--- src/rtl/ex_stage_pkg.sv ---
`default_nettype none
// ============================================================================
// Module  : ex_stage_pkg
// Purpose : Shared opcode / result-select codes, bus widths, NOP address and
//           the execute-stage shift FSM encoding, plus small opcode decoders.
// Ports   : (package - none)
// Revision: 1.0 - initial release
// ============================================================================
package ex_stage_pkg;

    localparam int c_ALU_OP_W  = 8;
    localparam int c_ALU_SEL_W = 3;
    localparam int c_ADDR_W    = 5;
    localparam int c_DATA_W    = 32;

    // alu_op codes
    localparam logic [7:0] c_EXE_NOP_OP = 8'b0000_0000;
    localparam logic [7:0] c_EXE_AND_OP = 8'b0010_0100;
    localparam logic [7:0] c_EXE_OR_OP  = 8'b0010_0101;
    localparam logic [7:0] c_EXE_XOR_OP = 8'b0010_0110;
    localparam logic [7:0] c_EXE_NOR_OP = 8'b0010_0111;
    localparam logic [7:0] c_EXE_SLL_OP = 8'b0111_1100;
    localparam logic [7:0] c_EXE_SRL_OP = 8'b0000_0010;
    localparam logic [7:0] c_EXE_SRA_OP = 8'b0000_0011;

    // alu_sel codes
    localparam logic [2:0] c_EXE_RES_NOP   = 3'b000;
    localparam logic [2:0] c_EXE_RES_LOGIC = 3'b001;
    localparam logic [2:0] c_EXE_RES_SHIFT = 3'b010;

    localparam logic [4:0] c_NOP_REG_ADDR = 5'd0;

    // Shift FSM encoding
    localparam logic [1:0] c_EX_ST_IDLE  = 2'd0;
    localparam logic [1:0] c_EX_ST_SHIFT = 2'd1;
    localparam logic [1:0] c_EX_ST_DONE  = 2'd2;

    // Shift kinds handed to the shift unit
    localparam logic [1:0] c_SH_SLL = 2'd0;
    localparam logic [1:0] c_SH_SRL = 2'd1;
    localparam logic [1:0] c_SH_SRA = 2'd2;

    function automatic logic is_shift_op(input logic [7:0] op);
        return (op == c_EXE_SLL_OP) || (op == c_EXE_SRL_OP) || (op == c_EXE_SRA_OP);
    endfunction

    function automatic logic [1:0] shift_kind(input logic [7:0] op);
        logic [1:0] k;
        k = c_SH_SLL;
        if (op == c_EXE_SRL_OP) k = c_SH_SRL;
        if (op == c_EXE_SRA_OP) k = c_SH_SRA;
        return k;
    endfunction

endpackage
`default_nettype wire

--- src/rtl/ex_shift_unit.sv ---
`default_nettype none
// ============================================================================
// Module  : ex_shift_unit
// Purpose : Iterative shifter (SHIFT_STEP bits per cycle) with IDLE/SHIFT/DONE
//           FSM. Result is presented in DONE until retired or aborted.
// Ports   : clk, rst (sync, active-low)
//           start  - load value/amt/kind and begin shifting (amt != 0)
//           abort  - drop whatever is held, return to IDLE
//           kind   - sll / srl / sra
//           amt    - shift amount, value - operand to shift
//           busy   - shifting in progress, done - result valid, result
// Revision: 1.0 - initial release
// ============================================================================
module ex_shift_unit
    import ex_stage_pkg::*;
#(
    parameter int SHIFT_STEP = 1
) (
    input  logic        clk,
    input  logic        rst,
    input  logic        start,
    input  logic        abort,
    input  logic [1:0]  kind,
    input  logic [4:0]  amt,
    input  logic [31:0] value,
    output logic        busy,
    output logic        done,
    output logic [31:0] result
);

    localparam logic [4:0] c_STEP = 5'(SHIFT_STEP);

    logic [1:0]  r_state, w_state_nxt;
    logic [1:0]  r_kind,  w_kind_nxt;
    logic [31:0] r_acc,   w_acc_nxt;
    logic [4:0]  r_cnt,   w_cnt_nxt;
    logic [4:0]  w_step;
    logic [31:0] w_acc_shifted;

    // Final step may be shorter than SHIFT_STEP.
    always_comb begin
        w_step = (r_cnt < c_STEP) ? r_cnt : c_STEP;
        case (r_kind)
            c_SH_SLL: w_acc_shifted = r_acc << w_step;
            c_SH_SRL: w_acc_shifted = r_acc >> w_step;
            c_SH_SRA: w_acc_shifted = $unsigned($signed(r_acc) >>> w_step);
            default:  w_acc_shifted = r_acc;
        endcase
    end

    // The caller never raises start together with a flush-driven abort, so
    // start is checked first: a capture straight out of DONE can begin the
    // next shift in the same edge.
    always_comb begin
        w_state_nxt = r_state;
        w_kind_nxt  = r_kind;
        w_acc_nxt   = r_acc;
        w_cnt_nxt   = r_cnt;
        if (start) begin
            w_state_nxt = c_EX_ST_SHIFT;
            w_kind_nxt  = kind;
            w_acc_nxt   = value;
            w_cnt_nxt   = amt;
        end else if (abort) begin
            w_state_nxt = c_EX_ST_IDLE;
        end else begin
            case (r_state)
                c_EX_ST_IDLE: ;
                c_EX_ST_SHIFT: begin
                    w_acc_nxt = w_acc_shifted;
                    w_cnt_nxt = r_cnt - w_step;
                    if (r_cnt == w_step) w_state_nxt = c_EX_ST_DONE;
                end
                c_EX_ST_DONE: ;
                default: w_state_nxt = c_EX_ST_IDLE;
            endcase
        end
    end

    always_ff @(posedge clk) begin
        if (!rst) begin
            r_state <= c_EX_ST_IDLE;
            r_kind  <= c_SH_SLL;
            r_acc   <= 32'd0;
            r_cnt   <= 5'd0;
        end else begin
            r_state <= w_state_nxt;
            r_kind  <= w_kind_nxt;
            r_acc   <= w_acc_nxt;
            r_cnt   <= w_cnt_nxt;
        end
    end

    assign busy   = (r_state == c_EX_ST_SHIFT);
    assign done   = (r_state == c_EX_ST_DONE);
    assign result = r_acc;

endmodule
`default_nettype wire

--- src/rtl/ex_stage.sv ---
`default_nettype none
// ============================================================================
// Module  : ex_stage
// Purpose : Execute stage. ID/EX register, one-cycle logic ALU, iterative
//           shifter (via ex_shift_unit) and the combinational result mux that
//           feeds EX/MEM and decode forwarding.
// Ports   : clk, rst (sync, active-low), stall_in, flush,
//           alu_op/alu_sel/id_src1/id_src2/id_des_addr/id_des_exist (decode),
//           ex_des_exist_out/ex_des_addr_out/ex_des_data_out (result),
//           stall_req (shift in progress)
// Revision: 1.0 - initial release
// ============================================================================
module ex_stage
    import ex_stage_pkg::*;
#(
    parameter int SHIFT_STEP = 1
) (
    input  logic        clk,
    input  logic        rst,
    input  logic        stall_in,
    input  logic        flush,
    input  logic [7:0]  alu_op,
    input  logic [2:0]  alu_sel,
    input  logic [31:0] id_src1,
    input  logic [31:0] id_src2,
    input  logic [4:0]  id_des_addr,
    input  logic        id_des_exist,
    output logic        ex_des_exist_out,
    output logic [4:0]  ex_des_addr_out,
    output logic [31:0] ex_des_data_out,
    output logic        stall_req
);

    logic [7:0]  r_alu_op;
    logic [2:0]  r_alu_sel;
    logic [31:0] r_src1;
    logic [31:0] r_src2;
    logic [4:0]  r_des_addr;
    logic        r_des_exist;

    logic        w_load;
    logic        w_start;
    logic        w_abort;
    logic        w_busy;
    logic        w_done;
    logic [31:0] w_sh_result;

    assign w_load  = !flush && !stall_in && !w_busy;
    assign w_start = w_load && is_shift_op(alu_op) && (id_src1[4:0] != 5'd0);
    // Capturing any new instruction retires a result held in DONE.
    assign w_abort = flush || w_load;

    always_ff @(posedge clk) begin
        if (!rst || flush) begin
            r_alu_op    <= c_EXE_NOP_OP;
            r_alu_sel   <= c_EXE_RES_NOP;
            r_src1      <= 32'd0;
            r_src2      <= 32'd0;
            r_des_addr  <= c_NOP_REG_ADDR;
            r_des_exist <= 1'b0;
        end else if (w_load) begin
            r_alu_op    <= alu_op;
            r_alu_sel   <= alu_sel;
            r_src1      <= id_src1;
            r_src2      <= id_src2;
            r_des_addr  <= id_des_addr;
            r_des_exist <= id_des_exist;
        end
    end

    ex_shift_unit #(
        .SHIFT_STEP (SHIFT_STEP)
    ) u_shift (
        .clk    (clk),
        .rst    (rst),
        .start  (w_start),
        .abort  (w_abort),
        .kind   (shift_kind(alu_op)),
        .amt    (id_src1[4:0]),
        .value  (id_src2),
        .busy   (w_busy),
        .done   (w_done),
        .result (w_sh_result)
    );

    always_comb begin
        ex_des_data_out = 32'd0;
        if (r_alu_sel != c_EXE_RES_NOP) begin
            case (r_alu_op)
                c_EXE_OR_OP:  ex_des_data_out = r_src1 | r_src2;
                c_EXE_AND_OP: ex_des_data_out = r_src1 & r_src2;
                c_EXE_XOR_OP: ex_des_data_out = r_src1 ^ r_src2;
                c_EXE_NOR_OP: ex_des_data_out = ~(r_src1 | r_src2);
                // A shift held while the unit is idle had amt==0: pass src2.
                c_EXE_SLL_OP, c_EXE_SRL_OP, c_EXE_SRA_OP:
                    ex_des_data_out = w_busy ? 32'd0 : (w_done ? w_sh_result : r_src2);
                default: ex_des_data_out = 32'd0;
            endcase
        end
    end

    assign ex_des_exist_out = r_des_exist && !w_busy;
    assign ex_des_addr_out  = r_des_addr;
    assign stall_req        = w_busy;

endmodule
`default_nettype wire
--- config.mk ---
export PLATFORM = sky130hd
export DESIGN_NAME = ex_stage
export DESIGN_NICKNAME = d
export VERILOG_FILES = /design/src/rtl/ex_stage_pkg.sv /design/src/rtl/ex_shift_unit.sv /design/src/rtl/ex_stage.sv
export SDC_FILE = /design/constraint.sdc
export NUM_CORES = 1
export LEC_CHECK = 0
export ABC_AREA = 1
export CORE_ASPECT_RATIO = 1.4
export CORE_MARGIN = 4
export CORE_UTILIZATION = 60
export DETAILED_ROUTE_END_ITERATION = 8
export GPL_TIMING_DRIVEN = 0
export PLACE_DENSITY = 0.9
export SLEW_MARGIN = 20
export SYNTH_ARGS = -nofsm -noshare
export SYNTH_HDL_FRONTEND = slang
export SYNTH_SLANG_ARGS = --single-unit
--- constraint.sdc ---
create_clock -name clk -period 4.6 [get_ports clk]
set_input_delay 0.69 -clock clk [delete_from_list [all_inputs] [get_ports clk]]
set_output_delay 0.69 -clock clk [all_outputs]
set_load 0.1 [all_outputs]
==> results of run 1 <==
==> final cells by class <==
cell class | count | area, um^2 | area share (%)
multi-input combinational | 955 | 5002 | 47.01
clock buffer | 17 | 425.4 | 3.998
tap | 185 | 231.5 | 2.175
timing repair buffer | 123 | 1231 | 11.57
inverter | 209 | 785.8 | 7.385
buffer | 84 | 377.9 | 3.551
clock inverter | 15 | 143.9 | 1.352
sequential | 122 | 2442 | 22.95
==> path summary, 6_finish.rpt <==
kind	to	slack, ps
hold / removal	r_alu_sel[0]	460
setup / recovery	ex_des_data_out[0]	270
setup reg to reg	u_shift.result[14]	2440
hold reg to reg	r_alu_sel[0]	460
==> where the power goes <==
part	switching [uW]	internal, uW
Sequential	17.7	1080
Clock	566	751
Combinational	194	130
Total	778	1960
==> critical path: cells and delay by family, from the launching register on <==
family	cells	cell delay (ps)
flip-flops	1	380
buffers and inverters	4	1770
AND/OR/NAND/NOR	5	770
AO/OA/AOI/OAI	1	270
==> metrics by stage <==
stage          utilization (%)  total power (uW)
2_1_floorplan                -              1285
3_3_place_gp             72.07              1426
3_5_place_dp             72.07              1435
4_1_cts                  76.14              2727
5_1_grt                  76.14              2810
6_report                 76.14              2739
==> logic make-up after synthesis <==
family,share of synthesized area [%]
adders and majority gates,9.884
xor gates and xnor gates,0.1018
and+or+nand+nor,32.05
buffers and inverters,13.52
AOI/OAI and AO/OA,16.08
DFF,28.37
==> flip-flops by register name, summed over array words and instances, names as in the netlist <==
| name | flops |
|---|---|
| u_shift.r_cnt | 5 |
| r_des_exist | 1 |
| ex_des_addr_out | 5 |
| u_shift.result | 32 |
| u_shift.r_kind | 2 |
| r_src1 | 32 |
| r_alu_sel | 3 |
| u_shift.r_state | 2 |
| r_alu_op | 8 |
| r_src2 | 32 |
==> placed cells by master, fill, tap and decap left out, types with 6 or more instances in the layout <==
master / synthesis / final
inv_1: 202 / 202
buf_2: 32 / 32
inv_2: 6 / 6
ha_1: 68 / 68
nor3_1: 22 / 22
a211oi_1: 74 / 74
nand3_1: 101 / 101
o21ai_1: 12 / 12
nand4_1: 6 / 6
clkbuf_1: 44 / 44
clkbuf_16: 0 / 17
nor2_1: 157 / 157
clkdlybuf4s50_1: 0 / 123
dfxtp_1: 122 / 122
nand2_1: 361 / 361
a21oi_1: 57 / 57
o21ai_0: 34 / 34
nand3b_1: 11 / 11
o211ai_1: 37 / 37
==> metal layers <==
metal	share of wire [%]	wire, um	vias to the layer above	track usage (%)
met5	0	0	-	0
met4	6.3	1792	0	22.27
met3	8.4	2417	130	5.913
met2	47	13340	578	57.38
met1	39	11070	4371	42.90
li1	-	-	4672	-
==> results.toml, run 1 <==
[outcome]
run_status = "finished clean"

[sta]
period_minus_slack_ps = 4329
timing.setup.tns_ps = 0
hold_violations = 0
finalSetupViolCount = 0
setup_slack_ps = 270.9
fmax_mhz = 231.0
timing.final.max_slew_violations = 0
max_slew.worst_pin.slew_ps = 978.7
worst_hold_slack_ps = 459.7
final_period_utilization_pct = 94.11
fin_skew_ps = 9.356
rsz0062_at_grt = "no"
max-slew-margin-rel_pct = 34.55

[power]
peakVddDrop_mv = 0.2409
power.leakage_uw = 0.005013
power-per-cell-area_mw_per_mm2 = 257.4

[logic_synthesis]
synth.area.top_cells = "dfxtp_1 (28%), nand2_1 (16%), ha_1 (9.9%)"
synth_seq_area_share_pct = 28.37
synthesis.yosys.warnings = 0
netlist_instances = 1370
synth_largest_type_area_fraction_pct = 28.37
synth.top_cells.by_count = "nand2_1 (361), inv_1 (202), nor2_1 (157)"
synth_edf_count = 0
yosys_most_used_dff = "dfxtp_1"
synthesis.area_mm2 = 0.008608
mappedNetlistNets = 1523
synth_seq_cells = 122
netlist-cell-type-count = 33
post-synth-top-count-cell = "nand2_1"
yosys.area.top_type = "dfxtp_1"
synthArstFlopShare_pct = 0
avgSynthCellArea_um2 = 6.283

[global_routing]
grt_start_max_net_pins = 17
track_usage_pct = 35.31
antenna_found_initial = 0
grt_overflow = 0
global_route_wire_length_before_repair_um = 44750
number_of_global_route_vias_before_repair = 9197

[run]
maxCapViolations = 0

[drt]
drt-wirelength-per-cell_um = 16.73
drc_errors = 0
drt_pre_antenna_iters = 8
postRouteAntennaNets = 0
num_vias = 9751
detailedRoute.firstIterationViolations = 755
vias_per_cell = 5.702
route.final.wire_length_um = 28610

[clock_tree]
clk-insertion-delay-late_ps = 430
cts_htree_levels = 4
num_cts_buffers = 17
clk_pin_slew_worst_paths_ps = 60
numClockSinks = 122
cts-root-to-sink-buffers = 2
postCtsHoldBufs = 0
tritoncts_clock_tree = "built"
postCtsSetupRepairBufs = 0
cts.root.buffer_cell = "clkbuf_16"
cts_repair_resized_insts = 0

[finish]
n_antenna_cell = 0
final_layout_size_suffix_gt1_share_pct = 5.508
filler_cells_inserted = 1127
fin_area_mm2 = 0.01064
layout-area-overhead-vs-synth_pct = 23.60
instances_no_fill = 1710
layout.nets = 1665

[floorplanning]
core-area_mm2 = 0.01397
io_pins = 124
design.die.area_mm2 = 0.01635
initial_core_util_pct = 61.60
die_width_um = 109.2
core.rowCount = 51
dieHeight_um = 149.7

[setup_path]
path_max_fanout = 10
critical_path.max_stage_delay_ps = 1140
crit_type = "flip-flop to output pin"
crit_start = "r_alu_op[5]"
r2r_start = "u_shift.r_kind[1]"
worstSetupStartpointType = "flip-flop"
cp_data_arrival_time_ps = 3640
r2r.worst_path.cells = 11
crit_path_cell_trace = "inv_1, nor2_1, nand3_1, inv_2, nand4_1, clkbuf_1, o21ai_0, nor3_1, nor2_1, clkdlybuf4s50_1"
crit_path_end_kind = "output pin"
cpMaxStageDelayCell = "clkdlybuf4s50_1"
cp.required_ps = 3910
critical_path.most_common_cell = "nor2_1"

[hold_path]
timing.hold.worst_path_depth = 2
min-delay-start = "r_alu_sel[0]"
min_delay_path_class = "flip-flop to flip-flop"

[placement]
io_buffer_count = 123
pre_cts_ws_ps = 810.7
dp_hpwl_um = 20820
placed_cells = 1678
gp_congestion = 0.9864
placed_cell_area_mm2 = 0.01007
Note: power is estimated with default switching activity, not from simulation.
==> run 2: changes to the inputs <==
- ABC_CLOCK_PERIOD_IN_PS: not set -> 4600
==> results of run 2 <==
Final layout, timing and power as in run 1 (identical DEF).
